## src/rtl/div_arbiter.sv

```systemverilog
// div_arbiter: round-robin sequencer sharing one iterative divider among NREQ requesters.
// Optional WAIT-state timeout is built only when DIV_ARB_TIMEOUT_EN is defined.
module div_arbiter #(
  parameter int NREQ    = 4,
  parameter int DW      = 16,
  parameter int TIMEOUT = 64
) (
  input  logic               i_clk,
  input  logic               i_rst_n,
  input  logic [NREQ-1:0]    i_req,
  input  logic [NREQ*DW-1:0] i_a,
  input  logic [NREQ*DW-1:0] i_b,
  output logic [NREQ-1:0]    o_gnt,
  output logic               o_div_en,
  output logic [DW-1:0]      o_div_a,
  output logic [DW-1:0]      o_div_b,
  input  logic               i_div_fin,
  input  logic [DW-1:0]      i_div_result,
  output logic               o_rsp_vld,
  output logic [NREQ-1:0]    o_rsp_id,
  output logic [DW-1:0]      o_rsp_data,
  output logic               o_rsp_err,
  output logic               o_busy
);
  localparam int PW = (NREQ > 1) ? $clog2(NREQ) : 1;

  typedef enum logic [1:0] {
    IDLE  = 2'd0,
    ISSUE = 2'd1,
    WAIT  = 2'd2,
    RESP  = 2'd3
  } state_t;

  state_t            state, state_nxt;
  logic [PW-1:0]     ptr, ptr_nxt, sel_idx;
  logic [PW:0]       scan;
  logic              sel_found;
  logic [NREQ-1:0]   sel_gnt, cur_id, rsp_id;
  logic [DW-1:0]     sel_a, sel_b, div_a, div_b, rsp_data;
  logic              rsp_err;
  logic              b_zero;
  logic              timed_out;

  // First requester at or after ptr, scanning upward with wrap.
  always_comb begin
    sel_found = 1'b0;
    sel_idx   = '0;
    scan      = '0;
    for (int unsigned i = 0; i < NREQ; i++) begin
      scan = {1'b0, ptr} + (PW+1)'(i);
      if (scan >= (PW+1)'(NREQ)) scan = scan - (PW+1)'(NREQ);
      if (!sel_found && i_req[scan[PW-1:0]]) begin
        sel_found = 1'b1;
        sel_idx   = scan[PW-1:0];
      end
    end
    sel_gnt = '0;
    if (sel_found) sel_gnt[sel_idx] = 1'b1;
    sel_a   = i_a[32'(sel_idx)*DW +: DW];
    sel_b   = i_b[32'(sel_idx)*DW +: DW];
    ptr_nxt = (sel_idx == PW'(NREQ-1)) ? '0 : sel_idx + PW'(1);
  end

  assign b_zero = (div_b == '0);

`ifdef DIV_ARB_TIMEOUT_EN
  localparam int CW = (TIMEOUT > 1) ? $clog2(TIMEOUT) : 1;
  logic [CW-1:0] wait_cnt;

  // Cleared while in ISSUE so the count starts at zero on the first WAIT cycle.
  always_ff @(posedge i_clk or negedge i_rst_n) begin
    if (!i_rst_n)            wait_cnt <= '0;
    else if (state == ISSUE) wait_cnt <= '0;
    else if (state == WAIT)  wait_cnt <= wait_cnt + CW'(1);
  end

  assign timed_out = (state == WAIT) && (wait_cnt == CW'(TIMEOUT-1));
`else
  logic unused_timeout;
  assign unused_timeout = ^TIMEOUT;
  assign timed_out      = 1'b0;
`endif

  always_ff @(posedge i_clk or negedge i_rst_n) begin
    if (!i_rst_n) state <= IDLE;
    else          state <= state_nxt;
  end

  always_comb begin
    state_nxt = state;
    case (state)
      IDLE:    if (sel_found) state_nxt = ISSUE;
      ISSUE:   state_nxt = b_zero ? RESP : WAIT;
      WAIT:    if (i_div_fin || timed_out) state_nxt = RESP;
      RESP:    state_nxt = IDLE;
      default: state_nxt = IDLE;
    endcase
  end

  always_comb begin
    o_gnt     = '0;
    o_div_en  = 1'b0;
    o_rsp_vld = 1'b0;
    o_busy    = 1'b1;
    case (state)
      IDLE: begin
        o_busy = 1'b0;
        if (i_rst_n) o_gnt = sel_gnt;
      end
      ISSUE:   o_div_en  = !b_zero;
      RESP:    o_rsp_vld = 1'b1;
      default: ;
    endcase
  end

  always_ff @(posedge i_clk or negedge i_rst_n) begin
    if (!i_rst_n) begin
      ptr      <= '0;
      div_a    <= '0;
      div_b    <= '0;
      cur_id   <= '0;
      rsp_id   <= '0;
      rsp_data <= '0;
      rsp_err  <= 1'b0;
    end else begin
      case (state)
        IDLE: if (sel_found) begin
          div_a  <= sel_a;
          div_b  <= sel_b;
          cur_id <= sel_gnt;
          ptr    <= ptr_nxt;
        end
        ISSUE: if (b_zero) begin
          rsp_id   <= cur_id;
          rsp_data <= {1'b0, {(DW-1){1'b1}}};
          rsp_err  <= 1'b1;
        end
        WAIT: if (i_div_fin) begin
          rsp_id   <= cur_id;
          rsp_data <= i_div_result;
          rsp_err  <= 1'b0;
        end else if (timed_out) begin
          rsp_id   <= cur_id;
          rsp_data <= '0;
          rsp_err  <= 1'b1;
        end
        default: ;
      endcase
    end
  end

  assign o_div_a    = div_a;
  assign o_div_b    = div_b;
  assign o_rsp_id   = rsp_id;
  assign o_rsp_data = rsp_data;
  assign o_rsp_err  = rsp_err;

endmodule

```

## config.mk

```make
export PLATFORM = sky130hd
export DESIGN_NAME = div_arbiter
export DESIGN_NICKNAME = d
export VERILOG_FILES = /design/src/rtl/div_arbiter.sv
export SDC_FILE = /design/constraint.sdc
export NUM_CORES = 1
export LEC_CHECK = 0
export CORE_ASPECT_RATIO = 0.75
export CORE_MARGIN = 4
export CORE_UTILIZATION = 42
export CTS_BUF_LIST = sky130_fd_sc_hd__clkbuf_8 sky130_fd_sc_hd__clkbuf_16
export CTS_CLUSTER_SIZE = 28
export DETAILED_ROUTE_END_ITERATION = 8
export PLACE_DENSITY = 0.86
export SETUP_SLACK_MARGIN = 0.2
export SYNTH_ARGS = -nofsm -noshare
export SYNTH_HDL_FRONTEND = slang
export SYNTH_SLANG_ARGS = --single-unit
```

## constraint.sdc

```tcl
create_clock -name i_clk -period 7.5 [get_ports i_clk]
set_clock_uncertainty 0.05 [all_clocks]
set_input_delay 1.875 -clock i_clk [delete_from_list [all_inputs] [get_ports i_clk]]
set_output_delay 1.875 -clock i_clk [all_outputs]
set_load 0.005 [all_outputs]
```

==> reports/results.ini <==
[sta]
finalMaxSlewViolations=0
rsz0062_at_grt=false
max_slew_margin=0.196
setup_tns_ns=0
post-route-min-period_ns=6.50
worst_pin_slew_ns=1.20
setup_viol=0
timing_hold_violations_final=0
max_freq_mhz=154
post-route-period-util=0.866
holdWs_ns=0.446

[route]
drc=0
dr.pass1.iters=4
wl_per_cell_um=19.5
num_vias=4214
wl_um=14000
vias_per_cell=5.85
ant_nets=0
drtIter0Drc=223

[grt]
use_met1=0.301
grtUsageTotal=0.251
grt_pass1_vias=4293
grt_max_degree=41
grt_pass1_wl_um=21700
met2_usage=0.424
gr-usage-met3=0.0657
grt_overflow=0
antenna_found_initial=0
grt-busiest-layer=met2

[finish]
area_growth_pct=62.5
stdcell_count=720
drive_gt1_frac=0.0637
antennaDiodeCount=0
multiInputGateArea_mm2=0.00205
fin_nets=765
seq_area_mm2=0.00153
fin_area_mm2=0.00622
fillers=650

[logic_synthesis]
synthCells=420
synth_edf_count=0
synth_cell_type_count=36
dominantRegCellSynth=dfrtp_1
synth_seq_cells=61
synth.area.top_cells=dfrtp_1, mux2i_1, a211o_1
synth_fp_nets=578
synthArstFlopShare=1.00
synth_top_area_share=0.399
syn-mean-instance-area_um2=9.12
syn_area_mm2=0.00383
yosysSeqAreaShare=0.399
synth.largest_area_cell=dfrtp_1
synth_warnings=0

[floorplan]
core_mm2=0.00867
rows=29
die_width_um=118
die_h_um=90.7
die-area_mm2=0.0107
io_pins=211
start_util=0.442

[pwr]
power_density_mw_per_mm2=341
p_leak_nw=2.58
peakVddDrop_mv=0.175

[critical_path]
crit_required_ns=5.58
worstPathArrival_ns=4.57
critPathKind=input pin to output port
cp-start-kind=input pin
crit_fanout=34
crit_path_end_kind=output port

[clock_tree]
cts.sinks=61
post-cts-setup-buffers=0
numCtsBuffers=9
cts_buffer_depth=2
cts_resized=0
root_buffer=clkbuf_16
cts_tree=yes
clk_pin_slew_worst_paths_ns=0.05
ctsHoldBuffers=0
clkLatencyLatePin_ns=0.32
htreeDepth=3

[placed_design]
dpl.cell_count=704
numPortBuffers=210
place_congestion=0.913
hpwl_um=10300
place_area_mm2=0.00595

[min_path]
hp-class=flip-flop to flip-flop

[run]
max_cap_violations=0

[status]
outcome=completed

[final cells by class]
type	instances	share of cell area
Timing Repair Buffer	217	0.345
Multi-Input combinational cell	296	0.329
Sequential cell	61	0.245
Clock buffer	10	0.0384
Tap cell	108	0.0217
Inverter	22	0.0137
Clock inverter	6	0.00623
[sequential cells by signal, summed over array words and instances, names as in the netlist]
register and count:
cur_id 4, state 2, o_rsp_err 1, ptr 2, o_div_a 16, o_rsp_id 4, o_rsp_data 16, o_div_b 16
[per-stage QoR]
stage	util	setup slack [ns]	power, mW
6_report	0.718	1.00	2.12
5_1_grt	0.718	0.857	2.26
4_1_cts	0.718	1.00	2.13
3_5_place_dp	0.686	1.01	1.75
3_3_place_gp	0.686	1.19	1.69
2_1_floorplan	-	2.49	1.21
[worst max-delay path, cell delays in order]
cell and delay, ns:
clkdlybuf4s50_1 0.52, nand2b_1 0.21, a211oi_1 0.37, nor2_2 0.13, inv_2 0.50, ha_1 0.29
and3_1 0.17, clkdlybuf4s50_1 0.50
[placed cells by master (no fill, tap or decap), drive strengths merged]
master and count:
a211o 32, clkinvlp 2, inv 22, nor3b 1
nand2b 4, a211oi 1, mux2i 33, nor2 23
a31oi 15, nand4 33, or2 1, nor3 2
o211ai 32, and3 3, clkdlybuf4s50 209, clkbuf 10
nor2b 2, a21oi 3, o2bb2ai 1, a21o 1
clkinv 4, nand3 1, nand2 50, dfrtp 61
buf 8, o31ai 34, nor4 5, o21ai 6
o21a 1, mux2 4, ha 7, and2 1
[path summary, 6_finish.rpt]
| check | startpoint | end | slack [ns] | cells past startpoint |
|---|---|---|---|---|
| max in group asynchronous | i_rst_n | o_rsp_data[12] | 4.95 | 2 |
| worst max register to register | ptr[0] | o_div_b[10] | 4.40 | 6 |
| worst max-delay path | i_req[3] | o_gnt[0] | 1.00 | 8 |
| min in group asynchronous | i_rst_n | o_rsp_id[3] | 1.53 | 1 |
| worst min-delay path | cur_id[2] | cur_id[2] | 0.45 | 2 |
| worst min register to register | cur_id[2] | cur_id[2] | 0.45 | 2 |
[layer usage]
layer / vias up / wire (um)
met5: - / 0
met4: 0 / 349
met3: 28 / 1100
met2: 220 / 6880
met1: 2010 / 5690
li1: 1956 / -
[synthesized netlist by cell type (2+ instances only)]
master / count
nor4_1: 5
nand2_1: 50
clkbuf_1: 25
inv_1: 20
nor2_2: 2
o21ai_0: 5
mux2_2: 4
a21oi_2: 2
buf_4: 3
o31ai_1: 34
nand2b_1: 4
and3_1: 3
nand4_1: 33
mux2i_1: 33
a211o_1: 32
nor2_1: 21
ha_1: 7
a31oi_1: 15
buf_2: 13
o211ai_1: 32
dfrtp_1: 61
nor2b_1: 2
[power breakdown]
group | total (mW) | switching (mW) | leakage, nW | internal (mW)
Clock | 0.378 | 0.147 | 0.134 | 0.231
Sequential | 0.588 | 0.107 | 0.715 | 0.481
Combinational | 1.15 | 0.590 | 1.73 | 0.564
Total | 2.12 | 0.844 | 2.58 | 1.28
[cells by family (layout without fill, tap and decap cells)]
logic type | count (synthesis) | count (layout) | share of synthesized area
AOI/OAI and AO/OA | 126 | 126 | 0.249
and+or+nand+nor | 126 | 126 | 0.162
muxes | 37 | 37 | 0.0980
DFF | 61 | 61 | 0.399
adders and majority gates | 7 | 7 | 0.0229
buffers and inverters | 63 | 255 | 0.0696
Power figures use the tool's default switching activity.
